--- config.mk ---
export PLATFORM = sky130hd
export DESIGN_NAME = rd_decoder_pipe
export DESIGN_NICKNAME = d
export VERILOG_FILES = /design/src/rtl/rd_decoder_pkg.sv /design/src/rtl/sel_delay_line.sv /design/src/rtl/rd_decoder_pipe.sv
export SDC_FILE = /design/constraint.sdc
export NUM_CORES = 1
export LEC_CHECK = 0
export CAP_MARGIN = 15
export CORE_MARGIN = 2
export CORE_UTILIZATION = 51
export DETAILED_ROUTE_END_ITERATION = 12
export PLACE_DENSITY = 0.8
export SLEW_MARGIN = 10
export SYNTH_ARGS = -nofsm -noshare
export SYNTH_HDL_FRONTEND = slang
export SYNTH_SLANG_ARGS = --single-unit
--- constraint.sdc ---
create_clock -name clk -period 1.1 [get_ports clk]
set_clock_uncertainty 0.15 [all_clocks]
set_input_delay 0.11 -clock clk [delete_from_list [all_inputs] [get_ports clk]]
set_output_delay 0.11 -clock clk [all_outputs]
set_load 0.01 [all_outputs]
--- src/rtl/rd_decoder_pkg.sv ---
// rtl/rd_decoder_pkg.sv - shared encodings, opcodes and helpers for rd_decoder_pipe
// Contents:
//   fmt_e        instruction format classes as presented on the fmt output
//   OP_*         opcode constants, grouped by the ibus slice they compare against
//   *_LSB        bit positions of the register fields inside the instruction word
//   onehot()     index -> one-hot vector, sized for the widest supported REG_W
package rd_decoder_pkg;

  localparam int MAX_REG_W = 8;
  localparam int MAX_NREGS = 2 ** MAX_REG_W;

  typedef enum logic [2:0] {
    FMT_NONE    = 3'd0,
    FMT_R       = 3'd1,
    FMT_I       = 3'd2,
    FMT_D_LOAD  = 3'd3,
    FMT_D_STORE = 3'd4,
    FMT_CB      = 3'd5,
    FMT_IW      = 3'd6,
    FMT_B       = 3'd7
  } fmt_e;

  // Register field positions; every field is 5 bits wide in the instruction word
  localparam int FIELD_W = 5;
  localparam int RD_LSB  = 0;
  localparam int RN_LSB  = 5;
  localparam int RM_LSB  = 16;

  // R-format, compared against ibus[31:21]
  localparam logic [10:0] OP_ADD = 11'b10001011000;
  localparam logic [10:0] OP_SUB = 11'b11001011000;
  localparam logic [10:0] OP_AND = 11'b10001010000;
  localparam logic [10:0] OP_ORR = 11'b10101010000;
  localparam logic [10:0] OP_EOR = 11'b11001010000;
  localparam logic [10:0] OP_LSL = 11'b11010011011;
  localparam logic [10:0] OP_LSR = 11'b11010011010;

  // I-format, compared against ibus[31:22]
  localparam logic [9:0] OP_ADDI = 10'b1001000100;
  localparam logic [9:0] OP_SUBI = 10'b1101000100;
  localparam logic [9:0] OP_ANDI = 10'b1001001000;
  localparam logic [9:0] OP_ORRI = 10'b1011001000;
  localparam logic [9:0] OP_EORI = 10'b1101001000;

  // D-format, compared against ibus[31:21]
  localparam logic [10:0] OP_LDUR = 11'b11111000010;
  localparam logic [10:0] OP_STUR = 11'b11111000000;

  // CB-format, compared against ibus[31:24]
  localparam logic [7:0] OP_CBZ  = 8'b10110100;
  localparam logic [7:0] OP_CBNZ = 8'b10110101;

  // IW-format, compared against ibus[31:23]
  localparam logic [8:0] OP_MOVZ = 9'b110100101;

  // B-format, compared against ibus[31:26]
  localparam logic [5:0] OP_B = 6'b000101;

  function automatic logic [MAX_NREGS-1:0] onehot(input logic [MAX_REG_W-1:0] index,
                                                   input logic en);
    onehot = '0;
    if (en) onehot[index] = 1'b1;
  endfunction

endpackage

--- src/rtl/sel_delay_line.sv ---
// rtl/sel_delay_line.sv - stall-aware shift register of {valid, select} pairs
// Ports:
//   clk        in   rising-edge clock
//   reset_n    in   asynchronous active-low reset, clears every entry
//   stall      in   1 = every entry holds
//   in_valid   in   valid bit loaded into entry 0
//   in_data    in   WIDTH-bit select loaded into entry 0
//   out_valid  out  valid bit of the last entry
//   out_data   out  select of the last entry, forced to 0 when out_valid is 0
module sel_delay_line #(
  parameter int WIDTH = 32,
  parameter int DEPTH = 3
) (
  input  logic             clk,
  input  logic             reset_n,
  input  logic             stall,
  input  logic             in_valid,
  input  logic [WIDTH-1:0] in_data,
  output logic             out_valid,
  output logic [WIDTH-1:0] out_data
);

  logic [DEPTH-1:0] vld_q;
  logic [WIDTH-1:0] dat_q [DEPTH];

  always_ff @(posedge clk or negedge reset_n) begin
    if (!reset_n) begin
      vld_q <= '0;
      for (int i = 0; i < DEPTH; i++) dat_q[i] <= '0;
    end else if (!stall) begin
      vld_q[0] <= in_valid;
      dat_q[0] <= in_data;
      for (int i = 1; i < DEPTH; i++) begin
        vld_q[i] <= vld_q[i-1];
        dat_q[i] <= dat_q[i-1];
      end
    end
  end

  assign out_valid = vld_q[DEPTH-1];
  assign out_data  = vld_q[DEPTH-1] ? dat_q[DEPTH-1] : '0;

endmodule

--- src/rtl/rd_decoder_pipe.sv ---
// rtl/rd_decoder_pipe.sv - LEGv8 register-select decoder with writeback delay line
// Ports:
//   clk        in   rising-edge clock
//   reset_n    in   asynchronous active-low reset
//   ibus       in   32-bit instruction word from IF/ID
//   in_valid   in   ibus carries a real instruction
//   stall      in   hold decode register and delay line
//   flush      in   clear the decode register (delay line unaffected)
//   rd_sel     out  one-hot destination select, 0 if no write
//   rn_sel     out  one-hot source A select, 0 if unused
//   rm_sel     out  one-hot source B select, 0 if unused
//   fmt        out  format class (fmt_e encoding)
//   illegal    out  valid instruction matched no opcode
//   out_valid  out  decode outputs valid
//   wb_sel     out  rd_sel delayed WB_LAT unstalled cycles
//   wb_valid   out  wb_sel valid
module rd_decoder_pipe
  import rd_decoder_pkg::*;
#(
  parameter int REG_W       = 5,
  parameter int WB_LAT      = 3,
  parameter int ZERO_REG_EN = 1
) (
  input  logic                    clk,
  input  logic                    reset_n,
  input  logic [31:0]             ibus,
  input  logic                    in_valid,
  input  logic                    stall,
  input  logic                    flush,
  output logic [(1<<REG_W)-1:0]   rd_sel,
  output logic [(1<<REG_W)-1:0]   rn_sel,
  output logic [(1<<REG_W)-1:0]   rm_sel,
  output logic [2:0]              fmt,
  output logic                    illegal,
  output logic                    out_valid,
  output logic [(1<<REG_W)-1:0]   wb_sel,
  output logic                    wb_valid
);

  localparam int NREGS = 1 << REG_W;

  // Fields are taken from their 5-bit slots and zero-extended or truncated to REG_W
  logic [FIELD_W-1:0] rd_f, rn_f, rm_f;
  logic [REG_W-1:0]   rd_idx, rn_idx, rm_idx, src_b_idx;

  assign rd_f   = ibus[RD_LSB +: FIELD_W];
  assign rn_f   = ibus[RN_LSB +: FIELD_W];
  assign rm_f   = ibus[RM_LSB +: FIELD_W];
  assign rd_idx = REG_W'(rd_f);
  assign rn_idx = REG_W'(rn_f);
  assign rm_idx = REG_W'(rm_f);

  // Immediate/offset bits never influence register selection
  logic unused_imm;
  assign unused_imm = ^ibus[15:10];

  fmt_e dec_fmt;
  logic shamt_form;

  always_comb begin
    dec_fmt    = FMT_NONE;
    shamt_form = 1'b0;
    if (ibus[31:21] inside {OP_ADD, OP_SUB, OP_AND, OP_ORR, OP_EOR, OP_LSL, OP_LSR}) begin
      dec_fmt    = FMT_R;
      shamt_form = (ibus[31:21] == OP_LSL) || (ibus[31:21] == OP_LSR);
    end else if (ibus[31:22] inside {OP_ADDI, OP_SUBI, OP_ANDI, OP_ORRI, OP_EORI}) begin
      dec_fmt = FMT_I;
    end else if (ibus[31:21] == OP_LDUR) begin
      dec_fmt = FMT_D_LOAD;
    end else if (ibus[31:21] == OP_STUR) begin
      dec_fmt = FMT_D_STORE;
    end else if (ibus[31:24] inside {OP_CBZ, OP_CBNZ}) begin
      dec_fmt = FMT_CB;
    end else if (ibus[31:23] == OP_MOVZ) begin
      dec_fmt = FMT_IW;
    end else if (ibus[31:26] == OP_B) begin
      dec_fmt = FMT_B;
    end
  end

  logic rd_use, rn_use, rm_use, rd_is_zr;

  // Source B is Rm for R-format, but the Rt slot (bits 4:0) for stores and CB
  assign src_b_idx = (dec_fmt == FMT_R) ? rm_idx : rd_idx;
  assign rd_is_zr  = (ZERO_REG_EN != 0) && (&rd_idx);
  assign rd_use    = in_valid && !rd_is_zr &&
                     (dec_fmt inside {FMT_R, FMT_I, FMT_D_LOAD, FMT_IW});
  assign rn_use    = in_valid && (dec_fmt inside {FMT_R, FMT_I, FMT_D_LOAD, FMT_D_STORE});
  assign rm_use    = in_valid && (((dec_fmt == FMT_R) && !shamt_form) ||
                                  (dec_fmt inside {FMT_D_STORE, FMT_CB}));

  logic [NREGS-1:0] rd_nx, rn_nx, rm_nx;

  assign rd_nx = NREGS'(onehot(MAX_REG_W'(rd_idx), rd_use));
  assign rn_nx = NREGS'(onehot(MAX_REG_W'(rn_idx), rn_use));
  assign rm_nx = NREGS'(onehot(MAX_REG_W'(src_b_idx), rm_use));

  always_ff @(posedge clk or negedge reset_n) begin
    if (!reset_n) begin
      out_valid <= 1'b0;
      fmt       <= FMT_NONE;
      illegal   <= 1'b0;
      rd_sel    <= '0;
      rn_sel    <= '0;
      rm_sel    <= '0;
    end else if (flush) begin
      out_valid <= 1'b0;
      fmt       <= FMT_NONE;
      illegal   <= 1'b0;
      rd_sel    <= '0;
      rn_sel    <= '0;
      rm_sel    <= '0;
    end else if (!stall) begin
      out_valid <= in_valid;
      fmt       <= in_valid ? dec_fmt : FMT_NONE;
      illegal   <= in_valid && (dec_fmt == FMT_NONE);
      rd_sel    <= rd_nx;
      rn_sel    <= rn_nx;
      rm_sel    <= rm_nx;
    end
  end

  sel_delay_line #(
    .WIDTH (NREGS),
    .DEPTH (WB_LAT)
  ) u_wb_delay (
    .clk       (clk),
    .reset_n   (reset_n),
    .stall     (stall),
    .in_valid  (out_valid),
    .in_data   (rd_sel),
    .out_valid (wb_valid),
    .out_data  (wb_sel)
  );

endmodule

# [After elaboration in Yosys (flattened, before gate mapping)]
# Cells that the tools add are included.
[op_classes] n_lt_le_gt_ge=6 eq_ne=25 mux=32 n_reduce_logical=21
[op_table] cell="$mux 32" count=10
[op_table] cell="$eq 11x11->1 const B" count=9
[op_table] cell="$eq 10x10->1 const B" count=5
[op_table] cell="$mux 3" count=10
[op_table] cell="$lt 5x9->1 const B" count=3
[op_table] cell="$eq 8x8->1 const B" count=2
[op_table] cell="$demux 1 s5" count=3
[op_table] cell="$ge 5x1->1 const B" count=3
[op_table] cell="$eq 3x3->1 const B" count=3
[op_table] cell="$eq 9x9->1 const B" count=1
[op_table] cell="$logic_and 1x1->1" count=9
[op_table] cell="$mux 1" count=8
[op_table] cell="$reduce_bool 4->1" count=2
[op_table] cell="$reduce_bool 7->1" count=1
[op_table] cell="$eq 3x2->1 const B" count=2
[op_table] cell="$eq 6x3->1 const B" count=1
[op_table] cell="$mux 5" count=1
[op_table] cell="$reduce_and 5->1" count=1
[op_table] cell="$reduce_bool 5->1" count=1
[op_table] cell="$reduce_bool 2->1" count=2
[op_table] cell="$eq 3x1->1 const B" count=1
[op_table] cell="$logic_not 3->1" count=1
[op_table] cell="$logic_not 1->1" count=2
[op_table] cell="$logic_or 1x1->1" count=2
[op_table] cell="$ne 2x1->1 const B" count=1
[totals] regBits=200 input_bits=37 word_cells=94

# [Logic depth before layout (Yosys ltp)]
# Gate-level depths: netlist of run 1.
[logic_depth] depth_word=17 depth_mapped=6 ltp_nobuf=5

# [Cells and area by module]
# Synthesis of run 1 repeated with hierarchy kept, for this count alone.
[unflattened] hier_cells=786 hier_area_um2=8923.6
[modules_own_cells] mod="rd_decoder_pipe" instances=1 cells_each=542 area_per_inst_um2=5008.6
[modules_own_cells] mod="sel_delay_line" instances=1 cells_each=244 area_per_inst_um2=3915.0

# [Least setup slack after synthesis of run 1]
# No wires, ideal clock.
[synth_timing] kind="input -> register" from="input ibus[26]" to="register rm_sel[27]" arrival_ns=1.587 t_required_ns=0.869 slack_ns=-0.718 cell_stages=6 n_path_buf=1 path_cell_list="or3b_1 nor2_1 a41o_4 buf_12 mux2_4 o21ai_1"
[synth_via] elab_chain_cells=17 word_cells_on_any_way=47 cone_classes="2 x order compare; 21 x eq/ne; 14 x mux; 10 x reduce/logical"
[synth_lines] item="start, declared" line="rd_decoder_pipe.sv:26" text="input logic [31:0] ibus,"
[synth_lines] item="$eq 6x3->1" line="rd_decoder_pipe.sv:76" text="end else if (ibus[31:26] == OP_B) begin"
[synth_lines] item="$mux 3" line="rd_decoder_pipe.sv:76"
[synth_lines] item="$mux 3" line="rd_decoder_pipe.sv:74" text="end else if (ibus[31:23] == OP_MOVZ) begin"
[synth_lines] item="$mux 3" line="rd_decoder_pipe.sv:72" text="end else if (ibus[31:24] inside {OP_CBZ, OP_CBNZ}) begin"
[synth_lines] item="$mux 3" line="rd_decoder_pipe.sv:70" text="end else if (ibus[31:21] == OP_STUR) begin"
[synth_lines] item="$mux 3" line="rd_decoder_pipe.sv:68" text="end else if (ibus[31:21] == OP_LDUR) begin"
[synth_lines] item="$mux 3" line="rd_decoder_pipe.sv:66" text="end else if (ibus[31:22] inside {OP_ADDI, OP_SUBI, OP_ANDI, OP_ORRI, OP_EORI}) begin"
[synth_lines] item="$mux 3" line="rd_decoder_pipe.sv:63" text="if (ibus[31:21] inside {OP_ADD, OP_SUB, OP_AND, OP_ORR, OP_EOR, OP_LSL, OP_LSR}) begin"
[synth_lines] item="$eq 3x1->1" line="rd_decoder_pipe.sv:84, rd_decoder_pipe.sv:89"
[synth_lines] item="$mux 5" line="rd_decoder_pipe.sv:84" text="assign src_b_idx = (dec_fmt == FMT_R) ? rm_idx : rd_idx;"
[synth_lines] item="$lt 5x9->1 (implied by the code) / $ge 5x1->1 (equally long branches)" line="rd_decoder_pkg.sv:62" text="if (en) onehot[index] = 1'b1;"
[synth_lines] item="$logic_and 1x1->1 (implied by the code)" line="rd_decoder_pkg.sv:62"
[synth_lines] item="$mux 1 (implied by the code)" line="rd_decoder_pkg.sv:62"
[synth_lines] item="$demux 1 s5" line="rd_decoder_pkg.sv:62"
[synth_lines] item="$mux 32 (*)" line="rd_decoder_pkg.sv:62"
[synth_lines] item="$mux 32 (*)" line="rd_decoder_pipe.sv:113" text="end else if (!stall) begin"
[synth_lines] item="$mux 32 (*)" line="rd_decoder_pipe.sv:106" text="end else if (flush) begin"
[synth_lines] item="end signal, assigned" line="rd_decoder_pipe.sv:119" text="rm_sel <= rm_nx;"
[synth_lines] item="end, declared" line="rd_decoder_pipe.sv:32" text="output logic [(1<<REG_W)-1:0] rm_sel,"
# Mark *: on every way between the ends. The rest lies on a longest branch, timed or not. The select of a mux whose other input is x is not followed.
# A chain may end at the register's enable or synchronous reset.

# [Final worst setup path of run 1]
[layout_timing] from="register u_wb_delay.vld_q[2]" to="output wb_sel[8]"
[layout_via] elab_chain_cells=1
[layout_lines] item="start, declared" line="sel_delay_line.sv:23" text="logic [DEPTH-1:0] vld_q;"
[layout_lines] item="start signal, assigned by index" line="sel_delay_line.sv:34" text="vld_q[i] <= vld_q[i-1];"
[layout_lines] item="$mux 32" line="sel_delay_line.sv:41" text="assign out_data = vld_q[DEPTH-1] ? dat_q[DEPTH-1] : '0;"
[layout_lines] item="end, declared" line="rd_decoder_pipe.sv:36" text="output logic [(1<<REG_W)-1:0] wb_sel,"
# No other way between the ends.

==> results by group, run 1 <==
Logic synthesis
  • Netlist cell types: 42
  • Sequential element share of the synthesized area: around three fifths
  • Post-Syn Nets: between 700 and 800
  • Ys flop type: dfrtp_1
  • Mapped Avg Cell Area: 12.5 µm²
  • #FFs+latches synth: 200
  • Synthesis Warnings: 0
  • Mapped Cells: 664
  • FFs w/ async S/R, synth: 100%
  • EDFF count, synth: 0
  • Post-Syn Area: 8310 µm²

CTS
  • CTS Hold Bufs: 1
  • CTS H-tree depth: 4
  • Clock net sink count: 200
  • TritonCTS clock tree: done
  • Clk Latency, worst-skew pair: around 440 ps
  • Clock Path Buffers: 2
  • Root buf cell: clkbuf_16
  • Worst-path clk slew: 70 ps
  • CTS Buf Count: 17

Route
  • Vias per Instance: between 5 and 6
  • Routed Antenna Nets: 0
  • Initial DRC Count: 433
  • DRC viols: 0
  • WL per Instance: 21.2 µm
  • Final wirelength: roughly 26,000 µm
  • Via count: 6,877
  • First-pass DRT Iterations: 7

Setup path
  • Critical Path End Type: output port
  • Largest fanout on the critical path: 8
  • R2R depth: 3
  • Worst Path Buf+Inv: 4
  • Critical path's top delay family: buffers and inverters
  • Worst setup path start: u_wb_delay.vld_q[2]$_DFFE_PN0N_
  • Startpoint Class: flop
  • WP data required: 840 ps
  • Worst reg2reg setup slack: -70 ps
  • Stages on the worst setup path: 5
  • Largest stage delay on the critical path: 440 ps
  • Crit path arrival time: 1510 ps
  • Slowest CP cell: dfrtp_2
  • Setup CP Type: flop to output port
  • R2r endpoint: u_wb_delay.dat_q[94]$_DFFE_PN0N_
  • Crit path cell chain: buf_12, buf_12, buf_6, and2_4, buf_6
  • Reg2Reg Launch Point: rd_sel[30]$_DFFE_PN0P_
  • Worst Setup EP: wb_sel[8]

Global route
  • Largest net degree at the start of global routing: 100
  • Global-route wire length before repair: 39,100 µm
  • Grt ovf: 0
  • Number of global-route vias before repair: ~7,100
  • Initial antenna violation count: 0
  • Global Route Usage Sum: 28.8%

Placed design
  • Port bufs: between 150 and 200
  • Final GP Congestion: 0.854
  • Post-DP Area: 11,000 µm²
  • Dpl cells: 1,118
  • HPWL Detailed: roughly 15,000 µm

Outcome
  • Status: finished with violations
  • Failing checks: hold timing, setup timing

Final layout
  • Layout cells sized above 1: 61.8%
  • Most frequent cells in the layout: dfrtp_1 (199), buf_4 (126), nand2_1 (112)
  • Diodes inserted: 0
  • Most common cell after layout, fill and taps aside: dfrtp_1
  • Finished Core Util: 79.4%
  • # nets final: between 1,000 and 1,500
  • Layout area overhead: 51.8%
  • # fillers: 894
  • Non-Filler Instances: 1,220
  • Design Area, Final: ~13,000 µm²

Power
  • Total power: ~15,000 µW
  • Power Dens Cells: 1220 nW/µm²
  • Worst vdd ir: between 1 and 1.5 mV
  • Lkg Pwr: between 0.006 and 0.007 µW

Timing
  • Setup Viol. Count Final: 239
  • Max Clk Rate: about 560 MHz
  • Slew at the pin with the worst max-slew slack: 554 ps
  • Slew HR: 63.1%
  • Hold slack: -181 ps
  • PnR worst setup slack: -675 ps
  • Max-slew violation total from the final report: 0
  • RSZ-0062 raised after global routing: yes
  • Post-layout minimum cycle time: 1770 ps
  • Tcrit/Tclk final: 161%
  • Setup tns final: -80,280 ps
  • Final Hold Viols: 18

Floorplanning
  • Full die area: approximately 17,000 µm²
  • Die Y: 132 µm
  • Initial core utilization: 52.3%
  • Core area: 15,900 µm²
  • IO Pins: 171
  • FP Rows: between 40 and 50
  • Die Wd: 132 µm

Min path
  • Worst Hold Class: primary input to flop

Job
  • Max-cap viol count: 0
-- registers in the layout, indices dropped and copies added, names as in the netlist --
name / cells
u_wb_delay.dat_q: 96
rd_sel: 32
rm_sel: 32
rn_sel: 32
fmt: 3
u_wb_delay.vld_q: 3
illegal: 1
out_valid: 1
-- worst min-delay path: cells and delay by family --
| family | cells | cell delay, ps |
|---|---|---|
| buffers and inverters | 1 | 100 |
| AOI/OAI and AO/OA | 1 | 60 |
| and+or+nand+nor | 2 | 100 |
-- where the power goes --
group / leakage (µW) / internal, µW / switching [µW]
sequential: 0.00279 / 7370 / 17.6
clock: 0.000305 / 3770 / 2970
combinational: 0.00325 / 559 / 717
total: 0.00634 / 11700 / 3700
-- Yosys cell counts, types with 8 or more instances --
library cell / n / area share, %
dfrtp_1: 200 / 60
nand2_1: 113 / 5.1
o21ai_1: 89 / 5.4
clkbuf_1: 24 / 1.1
nor2b_1: 8 / 0.60
o311ai_4: 8 / 2.5
mux2_4: 8 / 1.4
and2_1: 35 / 2.6
nand3b_1: 9 / 0.81
o21ai_2: 8 / 0.84
mux2_2: 99 / 13
nor2_1: 11 / 0.50
-- final cells by class --
| class | count | area, µm² | area share, % |
|---|---|---|---|
| flip-flops and latches | 200 | 5010 | 39.7 |
| well taps | 216 | 270 | 2.14 |
| clock buffers | 19 | 453 | 3.59 |
| inverters | 1 | 3.75 | 0.0298 |
| repair buffers | 334 | 2910 | 23.1 |
| clock inverters | 13 | 185 | 1.47 |
| multi-input cells | 437 | 3780 | 30.0 |
-- stage by stage --
stage               setup WS, ps  hold WS, ps
floorplan                   -687         -336
global placement           -1280         -122
detailed placement         -1350         -125
CTS                         -692         -174
finish                      -675         -181
global route                -712         -174
-- metal layers --
layer | wire (µm) | global-route usage (%) | up-vias | share of wire, %
met5 | 0 | 0 | - | 0
met4 | 635 | 9.72 | 0 | 2.5
met3 | 1520 | 5.52 | 58 | 5.9
met2 | 13800 | 52.0 | 306 | 54
met1 | 9850 | 34.6 | 3510 | 38
li1 | - | - | 3003 | -
-- worst min path at each step --
stage                                             to  slack (ps)     from  cells after the start
floorplan                         fmt[0]$_DFFE_PN0P_        -340  reset_n                      0
finish                            fmt[2]$_DFFE_PN0P_        -180    stall                      4
global placement    u_wb_delay.dat_q[30]$_DFFE_PN0N_        -120  reset_n                      1
detailed placement  u_wb_delay.dat_q[30]$_DFFE_PN0N_        -120  reset_n                      1
global route                      fmt[2]$_DFFE_PN0P_        -170    stall                      4
CTS                               fmt[2]$_DFFE_PN0P_        -170    stall                      4
-- logic make-up after synthesis --
kind of cell / Yosys count / share of synthesized area [%]
buffers and inverters: 27 / 1.43
muxes: 107 / 14.9
DFF: 200 / 60.2
and+or+nand+nor: 212 / 13.1
AOI/OAI and AO/OA: 118 / 10.4
-- repair_timing --
item | 4_1_cts | 5_1_grt
endpoints found under the setup margin | 233 | 241
gates resized for setup | 733 | 88
endpoints found under the hold margin | 201 | 1
pin swaps | 40 | 20
gates cloned | 4 | 0
setup buffers | 42 | 33
Power figures use the tool's default switching activity.
==> run 2, diff against run 1 <==
==> constraint.sdc (replaced) <==
create_clock -name clk -period 1.1 [get_ports clk]
set_clock_uncertainty 0.15 [all_clocks]
set_input_delay 0.11 -clock clk [delete_from_list [all_inputs] [get_ports clk]]
set_output_delay 0.11 -clock clk [all_outputs]
set_load 0.005 [all_outputs]
==> results by group, run 2 (synthesized netlist as in run 1, its figures left out) <==
Floorplanning
  • FP Rows: 46
  • Core area: between 15,000 and 20,000 µm²
  • Full die area: 17,300 µm²
  • IO Pins: ~170
  • Die Y: 132 µm
  • Initial core utilization: 52.3%
  • Die Wd: 132 µm

Final layout
  • Layout area overhead: 50.5%
  • # nets final: 1,031
  • Most common cell after layout, fill and taps aside: dfrtp_1
  • Max FFs per register: 96
  • # fillers: 912
  • Area of the multi-input gates: 3760 µm²
  • Most frequent cells in the layout: dfrtp_1 (199), buf_4 (129), nand2_1 (112)
  • Finished Core Util: 78.7%
  • Register Area: 5010 µm²
  • Layout cells sized above 1: 61.5%
  • Diodes inserted: 0
  • Top reg by flops: u_wb_delay.dat_q
  • Design Area, Final: 12,500 µm²

Placed design
  • Final GP Congestion: about 0.85
  • HPWL Detailed: about 15,000 µm
  • Port bufs: 164
  • Post-DP Area: 11,000 µm²

Timing
  • Slew HR: 64.5%
  • Max-slew violation total from the final report: 0
  • Hold slack: -190 ps
  • Tcrit/Tclk final: 162%
  • Final Hold Viols: 22
  • Post-layout minimum cycle time: 1780 ps
  • Slew at the pin with the worst max-slew slack: 533 ps
  • PnR worst setup slack: -683 ps
  • Max Clk Rate: 561 MHz
  • Setup Viol. Count Final: 240
  • RSZ-0062 raised after global routing: yes

Power
  • Lkg Pwr: 0.00634 µW
  • Clk pwr share: around 44%
  • Comb pwr share: 8.3%
  • Power Dens Cells: 1230 nW/µm²
  • Net Sw Power: approximately 3700 µW
  • Sw frac: 23.9%
  • Total power: 15,400 µW
  • Worst vdd ir: 1.22 mV
  • Share of power burned in registers: 48.0%
  • Int Pwr: 11,700 µW

Route
  • Via count: 6,824
  • Initial DRC Count: 388
  • Vias per Instance: 5.58
  • Final wirelength: 25,000 µm
  • DRC viols: 0
  • Routed Antenna Nets: 0
  • First-pass DRT Iterations: 5
  • WL per Instance: 20.4 µm

Global route
  • Grt ovf: 0
  • Global-route wire length before repair: 38,500 µm
  • Initial antenna violation count: 0
  • Largest net degree at the start of global routing: 100
  • Number of global-route vias before repair: 7,116
  • Global Route Usage Sum: between 20% and 30%

Outcome
  • Status: finished with violations
  • Failing checks: hold timing, setup timing

Min path
  • Hold Path Depth: 4
  • HP Start: stall
  • Worst hold endpoint: fmt[2]$_DFFE_PN0P_
  • Worst Hold Class: primary input to flop

Setup path
  • R2R depth: 3
  • Worst reg2reg setup slack: -90 ps
  • Startpoint Class: flop
  • Reg2Reg Launch Point: rd_sel[28]$_DFFE_PN0P_
  • Setup CP Type: flop to output port
  • WP data required: 840 ps
  • Largest fanout on the critical path: 4
  • Critical Path End Type: output port
  • R2r endpoint: u_wb_delay.dat_q[92]$_DFFE_PN0N_
  • Crit path arrival time: between 1500 and 2000 ps

Job
  • Max-cap viol count: 0

CTS
  • Clk Latency, worst-skew pair: 440 ps
  • TritonCTS clock tree: done
  • CTS Hold Bufs: 1
  • Clock Path Buffers: 2
  • Clock net sink count: 200
  • Root buf cell: clkbuf_16
  • Worst-path clk slew: 70 ps
  • CTS Buf Count: 17
  • CTS H-tree depth: 4
==> run 2: layout make-up <==
| cell class | count | share of cell area [%] |
|---|---|---|
| Sequential cell | 200 | 40.0 |
| Clock buffer | 19 | 3.62 |
| Clock inverter | 13 | 1.48 |
| Inverter | 1 | 0.0300 |
| Multi-Input combinational cell | 437 | 30.1 |
| Timing Repair Buffer | 337 | 22.6 |
| Tap cell | 216 | 2.16 |
==> run 2: how the worst max path moves through the flow <==
stage / startpoint / to / slack (ps) / cells after the start
6_report: u_wb_delay.vld_q[2]$_DFFE_PN0N_ / wb_sel[15] / -680 / 5
5_1_grt: u_wb_delay.vld_q[2]$_DFFE_PN0N_ / wb_sel[15] / -730 / 5
4_1_cts: u_wb_delay.vld_q[2]$_DFFE_PN0N_ / wb_sel[15] / -740 / 5
3_5_place_dp: ibus[29] / rn_sel[19]$_DFFE_PN0P_ / -1350 / 7
3_3_place_gp: ibus[29] / rn_sel[6]$_DFFE_PN0P_ / -1280 / 7
2_1_floorplan: ibus[26] / rm_sel[27]$_DFFE_PN0P_ / -690 / 6
==> run 2: repair_timing <==
action / 4_1_cts / 5_1_grt
resized for setup: 723 / 76
endpoints found under the hold margin: 201 / 1
endpoints found under the setup margin: 233 / 241
gates cloned: 5 / 0
pin swaps: 40 / 19
buffers inserted: 45 / 33
==> run 2: power by group through the flow <==
stage / combinational (µW) / sequential, µW / clock, µW
finish: 1280 / 7390 / 6740
CTS: 1280 / 7390 / 6750
floorplan: 382 / 7520 / 0
global route: 1370 / 7390 / 7080
global placement: 935 / 7520 / 0
detailed placement: 968 / 7520 / 0
==> run 2: through the flow <==
stage,hold slack (ps),worst slack (ps),cells,setup TNS (ps)
2_1_floorplan,-336,-687,664,-56630
3_3_place_gp,-122,-1280,1118,-160140
3_5_place_dp,-125,-1350,1118,-170820
4_1_cts,-174,-736,1200,-74730
5_1_grt,-175,-726,1223,-83540
6_report,-190,-683,1223,-77650
==> run 2: worst max-delay path, stage by stage (launching register included) <==
cell	delay, ps
dfrtp_2	460
buf_6	160
buf_16	120
buf_6	110
and2_4	130
buf_6	110
==> run 2: routing by layer <==
layer,up-vias,track usage [%],share of wire (%)
met5,-,0,0
met4,0,10.9,3.1
met3,69,5.98,5.3
met2,288,51.0,53
met1,3456,33.4,38
li1,3011,-,-
